File: src/rtl/sweep_step_ctrl.sv
// Step sequencer for one axis: issues up/down step codes at a programmable rate,
// tracks position and bounces between captured limits for a set number of reversals.
module sweep_step_ctrl #(
    parameter int POS_W = 8,
    parameter int DIV_W = 16,
    parameter int SWP_W = 8
) (
    input  logic             clk,
    input  logic             reset,
    input  logic             start,
    input  logic             stop,
    input  logic [POS_W-1:0] lim_lo,
    input  logic [POS_W-1:0] lim_hi,
    input  logic [DIV_W-1:0] div,
    input  logic [SWP_W-1:0] sweeps,
    output logic [1:0]       o_step,
    output logic [POS_W-1:0] pos,
    output logic             busy,
    output logic             done,
    output logic             err,
    output logic             at_lo,
    output logic             at_hi
);

    typedef enum logic [1:0] {
        S_IDLE = 2'd0,
        S_UP   = 2'd1,
        S_DOWN = 2'd2
    } state_t;

    localparam logic [1:0]       STEP_IDLE = 2'b00;
    localparam logic [1:0]       STEP_UP   = 2'b10;
    localparam logic [1:0]       STEP_DN   = 2'b01;
    localparam logic [POS_W-1:0] POS_ONE   = POS_W'(1);
    localparam logic [DIV_W-1:0] DIV_ONE   = DIV_W'(1);
    localparam logic [SWP_W-1:0] SWP_ONE   = SWP_W'(1);
    localparam logic [SWP_W:0]   REV_ONE   = (SWP_W + 1)'(1);

    state_t           state_q, state_d;
    logic [POS_W-1:0] pos_q, pos_d;
    logic [1:0]       step_q, step_d;
    logic             done_q, done_d;
    logic             err_q, err_d;
    logic [DIV_W-1:0] cnt_q, cnt_d;
    logic [SWP_W-1:0] rev_q, rev_d;
    logic [POS_W-1:0] lo_q, lo_d;
    logic [POS_W-1:0] hi_q, hi_d;
    logic [DIV_W-1:0] div_q, div_d;
    logic [SWP_W-1:0] swp_q, swp_d;

    logic             tick;
    logic [SWP_W:0]   rev_inc;
    logic             last_rev;

    function automatic logic [SWP_W-1:0] sat_inc(input logic [SWP_W-1:0] v);
        return (&v) ? v : v + SWP_ONE;
    endfunction

    function automatic logic [POS_W-1:0] clamp_pos(
        input logic [POS_W-1:0] p,
        input logic [POS_W-1:0] lo,
        input logic [POS_W-1:0] hi
    );
        if (p < lo)
            return lo;
        else if (p > hi)
            return hi;
        else
            return p;
    endfunction

    assign tick     = (cnt_q == div_q);
    // Wide compare so a saturated counter can never match a nonzero sweep target.
    assign rev_inc  = {1'b0, rev_q} + REV_ONE;
    assign last_rev = (swp_q != '0) && (rev_inc == {1'b0, swp_q});

    always_comb begin
        state_d = state_q;
        pos_d   = pos_q;
        step_d  = STEP_IDLE;
        done_d  = 1'b0;
        err_d   = err_q;
        cnt_d   = cnt_q;
        rev_d   = rev_q;
        lo_d    = lo_q;
        hi_d    = hi_q;
        div_d   = div_q;
        swp_d   = swp_q;

        case (state_q)
            S_IDLE: begin
                if (start && !stop) begin
                    if (lim_lo >= lim_hi) begin
                        err_d = 1'b1;
                    end else begin
                        err_d   = 1'b0;
                        lo_d    = lim_lo;
                        hi_d    = lim_hi;
                        div_d   = div;
                        swp_d   = sweeps;
                        pos_d   = clamp_pos(pos_q, lim_lo, lim_hi);
                        cnt_d   = '0;
                        rev_d   = '0;
                        state_d = (pos_d < lim_hi) ? S_UP : S_DOWN;
                    end
                end
            end

            S_UP: begin
                if (stop) begin
                    state_d = S_IDLE;
                end else if (tick) begin
                    cnt_d  = '0;
                    pos_d  = pos_q + POS_ONE;
                    step_d = STEP_UP;
                    if (pos_d == hi_q) begin
                        rev_d = sat_inc(rev_q);
                        if (last_rev) begin
                            state_d = S_IDLE;
                            done_d  = 1'b1;
                        end else begin
                            state_d = S_DOWN;
                        end
                    end
                end else begin
                    cnt_d = cnt_q + DIV_ONE;
                end
            end

            S_DOWN: begin
                if (stop) begin
                    state_d = S_IDLE;
                end else if (tick) begin
                    cnt_d  = '0;
                    pos_d  = pos_q - POS_ONE;
                    step_d = STEP_DN;
                    if (pos_d == lo_q) begin
                        rev_d = sat_inc(rev_q);
                        if (last_rev) begin
                            state_d = S_IDLE;
                            done_d  = 1'b1;
                        end else begin
                            state_d = S_UP;
                        end
                    end
                end else begin
                    cnt_d = cnt_q + DIV_ONE;
                end
            end

            default: state_d = S_IDLE;
        endcase
    end

    always_ff @(posedge clk) begin
        if (reset) begin
            state_q <= S_IDLE;
            pos_q   <= '0;
            step_q  <= STEP_IDLE;
            done_q  <= 1'b0;
            err_q   <= 1'b0;
            cnt_q   <= '0;
            rev_q   <= '0;
            lo_q    <= '0;
            hi_q    <= '0;
            div_q   <= '0;
            swp_q   <= '0;
        end else begin
            state_q <= state_d;
            pos_q   <= pos_d;
            step_q  <= step_d;
            done_q  <= done_d;
            err_q   <= err_d;
            cnt_q   <= cnt_d;
            rev_q   <= rev_d;
            lo_q    <= lo_d;
            hi_q    <= hi_d;
            div_q   <= div_d;
            swp_q   <= swp_d;
        end
    end

    assign o_step = step_q;
    assign pos    = pos_q;
    assign busy   = (state_q != S_IDLE);
    assign done   = done_q;
    assign err    = err_q;
    assign at_lo  = (pos_q == lo_q);
    assign at_hi  = (pos_q == hi_q);

endmodule

File: config.mk
export PLATFORM = sky130hd
export DESIGN_NAME = sweep_step_ctrl
export DESIGN_NICKNAME = d
export VERILOG_FILES = /design/src/rtl/sweep_step_ctrl.sv
export SDC_FILE = /design/constraint.sdc
export NUM_CORES = 1
export LEC_CHECK = 0
export BUFFER_PORTS_ARGS = -buffer_cell sky130_fd_sc_hd__buf_2
export CAP_MARGIN = 10
export CORE_UTILIZATION = 45
export CTS_BUF_LIST = sky130_fd_sc_hd__clkbuf_4 sky130_fd_sc_hd__clkbuf_8
export CTS_CLUSTER_SIZE = 14
export DETAILED_ROUTE_END_ITERATION = 7
export GPL_ROUTABILITY_DRIVEN = 0
export PLACE_DENSITY_LB_ADDON = 0.05
export REMOVE_ABC_BUFFERS = 1
export SYNTH_ARGS = -nofsm -noshare
export SYNTH_HDL_FRONTEND = slang
export SYNTH_SLANG_ARGS = --single-unit
File: constraint.sdc
create_clock -name clk -period 8.7 [get_ports clk]
set_input_delay 1.74 -clock clk [delete_from_list [all_inputs] [get_ports clk]]
set_output_delay 1.74 -clock clk [all_outputs]
set_load 0.005 [all_outputs]
==> flow_summary_export.csv <==
group,metric,value,unit
global_routing,grt_pass1_wl,24270,um
logic_synthesis,synth_area,0.005368,sq mm
route,num_vias,5062,
sta,setup_viol,0,
cts,post_cts_resize_count,0,
worst_setup_path,reg2reg_slack,4310,ps
worst_setup_path,critPathLaunch,"lim_hi[1]",
job,drv_cap,0,
worst_setup_path,endpoint,"state_q[0]",
logic_synthesis,synth_top_area_share,0.2909,
route,first_pass_iters,7,
logic_synthesis,ys_ff_latch,78,
sta,worstMarginPinSlew,1121,ps
layout,drive_above_1_share,0.1309,
pwr,combPwrFrac,0.550,
cts,clk_latency,380,ps
cts,path_clk_slew,90,ps
floorplan,coreArea,0.01152,sq mm
layout,num_antenna_cells,0,
logic_synthesis,ys.flop_type,"dfxtp_1",
floorplan,boundaryPins,59,
pwr,power-per-cell-area,283.4,mW/mm^2
worst_setup_path,critPathCaptureType,"register",
logic_synthesis,async_flop_share,0,
worst_setup_path,critPathTopFamily,"compound AO/OA/AOI/OAI gates",
global_routing,grt.overflow.total,0,
run_status,status,"finished with violations",
sta,finalHoldViolCount,0,
pwr,power_switching_share,0.4704,
route,routedWlPerCell,16.50,um
route,routed_wl,14590,um
layout,instances_no_fill,884,
floorplan,die_h,111.2,um
layout,finish.net_count,818,
sta,relSlewSlack,0.2526,
run_status,failed_checks,"DRC",
sta,finalCriticalPeriod,5041,ps
logic_synthesis,ys_top_cells_by_count,"nand2_1 (122), dfxtp_1 (78), a21oi_1 (67)",
cts,postCtsHoldBufs,0,
pwr,power,0.001678,W
logic_synthesis,yosys.cell_count.top_type,"nand2_1",
sta,fin_crit_sh,0.5794,
sta,setup_tns,0,ps
worst_setup_path,worst_setup_path_start_kind,"input port",
logic_synthesis,ys_warn_count,0,
placed_design,dp.cells,868,
worst_setup_path,cp.arrival,5290,ps
hold_path,hp-class,"register to register",
worst_setup_path,cp.depth,17,
worst_setup_path,critPathKind,"input port to register",
placed_design,dp_hpwl,10650,um
worst_setup_path,crit_required,8940,ps
cts,root_buffer,"clkbuf_8",
cts,cts_sinks,78,
worst_setup_path,cp_num_buf_inv,2,
worst_setup_path,crit_chain,"buf_2, inv_1, ha_1, nor2b_1, o211ai_1, a21oi_1, o22ai_1, mux2i_1, o21ai_0, ha_1, o21ai_0, nand2_1, o211ai_1, a211o_1, o211ai_1, a2bb2oi_1, o32ai_1",
logic_synthesis,seq_area_frac_synth,0.2909,
logic_synthesis,synth_cells,700,
route,ant_nets,0,
global_routing,grt_usage,0.2471,
worst_setup_path,critPathSlowestCell,"o22ai_1",
worst_setup_path,cp_common_cell,"o211ai_1",
route,drt_iter0_drc,342,
logic_synthesis,synth_top_cell_by_area,"dfxtp_1",
pwr,power.leakage,2.490,nW
sta,drv_slew,0,
floorplan,initial_core_util,0.4661,
placed_design,io_buffers,58,
worst_setup_path,r2r_cells,14,
route,drc,4,
logic_synthesis,ys_types,72,
cts,postCtsSetupRepairBufs,0,
pwr,power.internal,0.0008889,W
worst_setup_path,slowest_delay,840,ps
global_routing,grt_antenna_before_repair,0,
layout,n_fill_cell,1142,
logic_synthesis,synth-edff-count,0,
floorplan,core.rowCount,39,
logic_synthesis,synth_area_leaders,"dfxtp_1 (29%), ha_1 (8.9%), nand2_1 (8.5%)",
worst_setup_path,r2r-end,"state_q[0]",
route,via_per_inst,5.726,
pwr,ir_worst_vdd,0.1334,mV
pwr,pwr-share-clk,0.179,
sta,fmax,198.4,MHz
cts,clk_path_buf_depth,2,
worst_setup_path,r2r_start,"pos[0]",
floorplan,die_area,0.01237,sq mm
cts,cts_inserted_buffers,9,
worst_setup_path,cp_max_fo,9,
sta,rsz0062_at_grt,"no",
global_routing,grt_max_degree,63,
layout,syn_to_final_growth,10.33,%
cts,cts_tree,"done",
cts,cts_max_level,3,
pwr,p_sw,0.0007894,W
pwr,pwr-share-seq,0.271,
floorplan,die_x,111.2,um
logic_synthesis,postSynthAreaPerCell,7.668,sq um
sta,fin_worst_skew,8.175,ps
global_routing,first_global_vias,4802,
-- per-layer routing --
layer	up-vias	track usage	wire [um]
met2	155	0.3929	6554
met3	16	0.06670	992
li1	2545	-	-
met1	2346	0.3291	6869
met5	-	0	0
met4	0	0.06486	171
-- worst min-delay path, stage by stage, from the launching register on --
cell     delay [ps]
dfxtp_1         320
nand2_1          50
a21oi_1          50
-- kinds of logic (layout without fill, tap and decap cells) --
kind of cell	after synthesis	count (layout)	share of synthesized area
and+or+nand+nor	265	265	0.2317
AOI/OAI and AO/OA	176	176	0.2075
DFF	78	78	0.2909
buffers and inverters	72	113	0.05828
xor gates and xnor gates	57	57	0.09697
adders and majority gates	39	39	0.09044
muxes	13	13	0.02424
-- per-stage QoR --
stage / worst slack (ps) / util / hold WS (ps) / instance area, sq um
3_5_place_dp: 3267 / 0.4955 / 460.5 / 5707
5_1_grt: 3393 / 0.5142 / 483.8 / 5922
4_1_cts: 3677 / 0.5142 / 471.9 / 5922
3_3_place_gp: 3409 / 0.4955 / 456.2 / 5707
2_1_floorplan: 3482 / - / 441.8 / 5171
6_report: 3659 / 0.5142 / 470.2 / 5922
-- power by group through the flow --
stage | Clock [W] | Sequential [W] | Combinational, W
floorplan | 0 | 0.000474 | 0.000613
global placement | 0 | 0.000462 | 0.000890
detailed placement | 0 | 0.000463 | 0.000905
CTS | 0.000307 | 0.000454 | 0.000909
global route | 0.000324 | 0.000462 | 0.00102
finish | 0.000301 | 0.000455 | 0.000923
-- layout make-up --
cell class	instances	area (sq um)	area share
multi-input combinational	550	3500	0.5910
sequential	78	1562	0.2637
timing repair buffer	66	350.3	0.05916
tap	143	178.9	0.03021
clock buffer	11	151.4	0.02557
inverter	31	116.4	0.01965
clock inverter	5	63.81	0.01078
-- layout by cell type (no fill, tap or decap), types with 3 or more instances in the layout --
| master | count |
|---|---|
| a22oi_1 | 3 |
| nor2b_1 | 5 |
| o21ai_0 | 35 |
| a21boi_0 | 3 |
| a211o_1 | 3 |
| o2111ai_1 | 3 |
| or3_1 | 8 |
| and3_1 | 6 |
| o22ai_1 | 4 |
| a21oi_1 | 67 |
| ha_1 | 38 |
| a31oi_1 | 5 |
| clkbuf_8 | 11 |
| nand3_1 | 18 |
| a211oi_1 | 8 |
| xor2_1 | 29 |
| o211ai_1 | 7 |
| inv_1 | 30 |
| and4_1 | 3 |
| xnor2_1 | 26 |
| nor4_1 | 9 |
| nand2_1 | 122 |
| nor3_1 | 14 |
| nand4_1 | 11 |
| buf_2 | 58 |
| mux2i_1 | 13 |
| buf_4 | 8 |
| nor3b_1 | 7 |
| nor2_1 | 46 |
| dfxtp_1 | 78 |
| a21o_1 | 4 |
| o21a_1 | 5 |
| and2_1 | 5 |
-- worst min path at each step --
stage,startpoint,slack [ps],endpoint,depth (start not counted)
5_1_grt,lo_q[3],480,lo_q[3],2
2_1_floorplan,div_q[0],440,div_q[0],2
4_1_cts,lo_q[3],470,lo_q[3],2
6_report,div_q[4],470,div_q[4],2
3_5_place_dp,hi_q[4],460,hi_q[4],2
3_3_place_gp,div_q[14],460,div_q[14],2
-- registers in the layout, summed over array words and instances, names as in the netlist --
register and flops:
cnt_q 16, hi_q 8, o_step 2, done 1
lo_q 8, err 1, state_q 2, swp_q 8
pos 8, div_q 16, rev_q 8
Power figures use the tool's default switching activity.
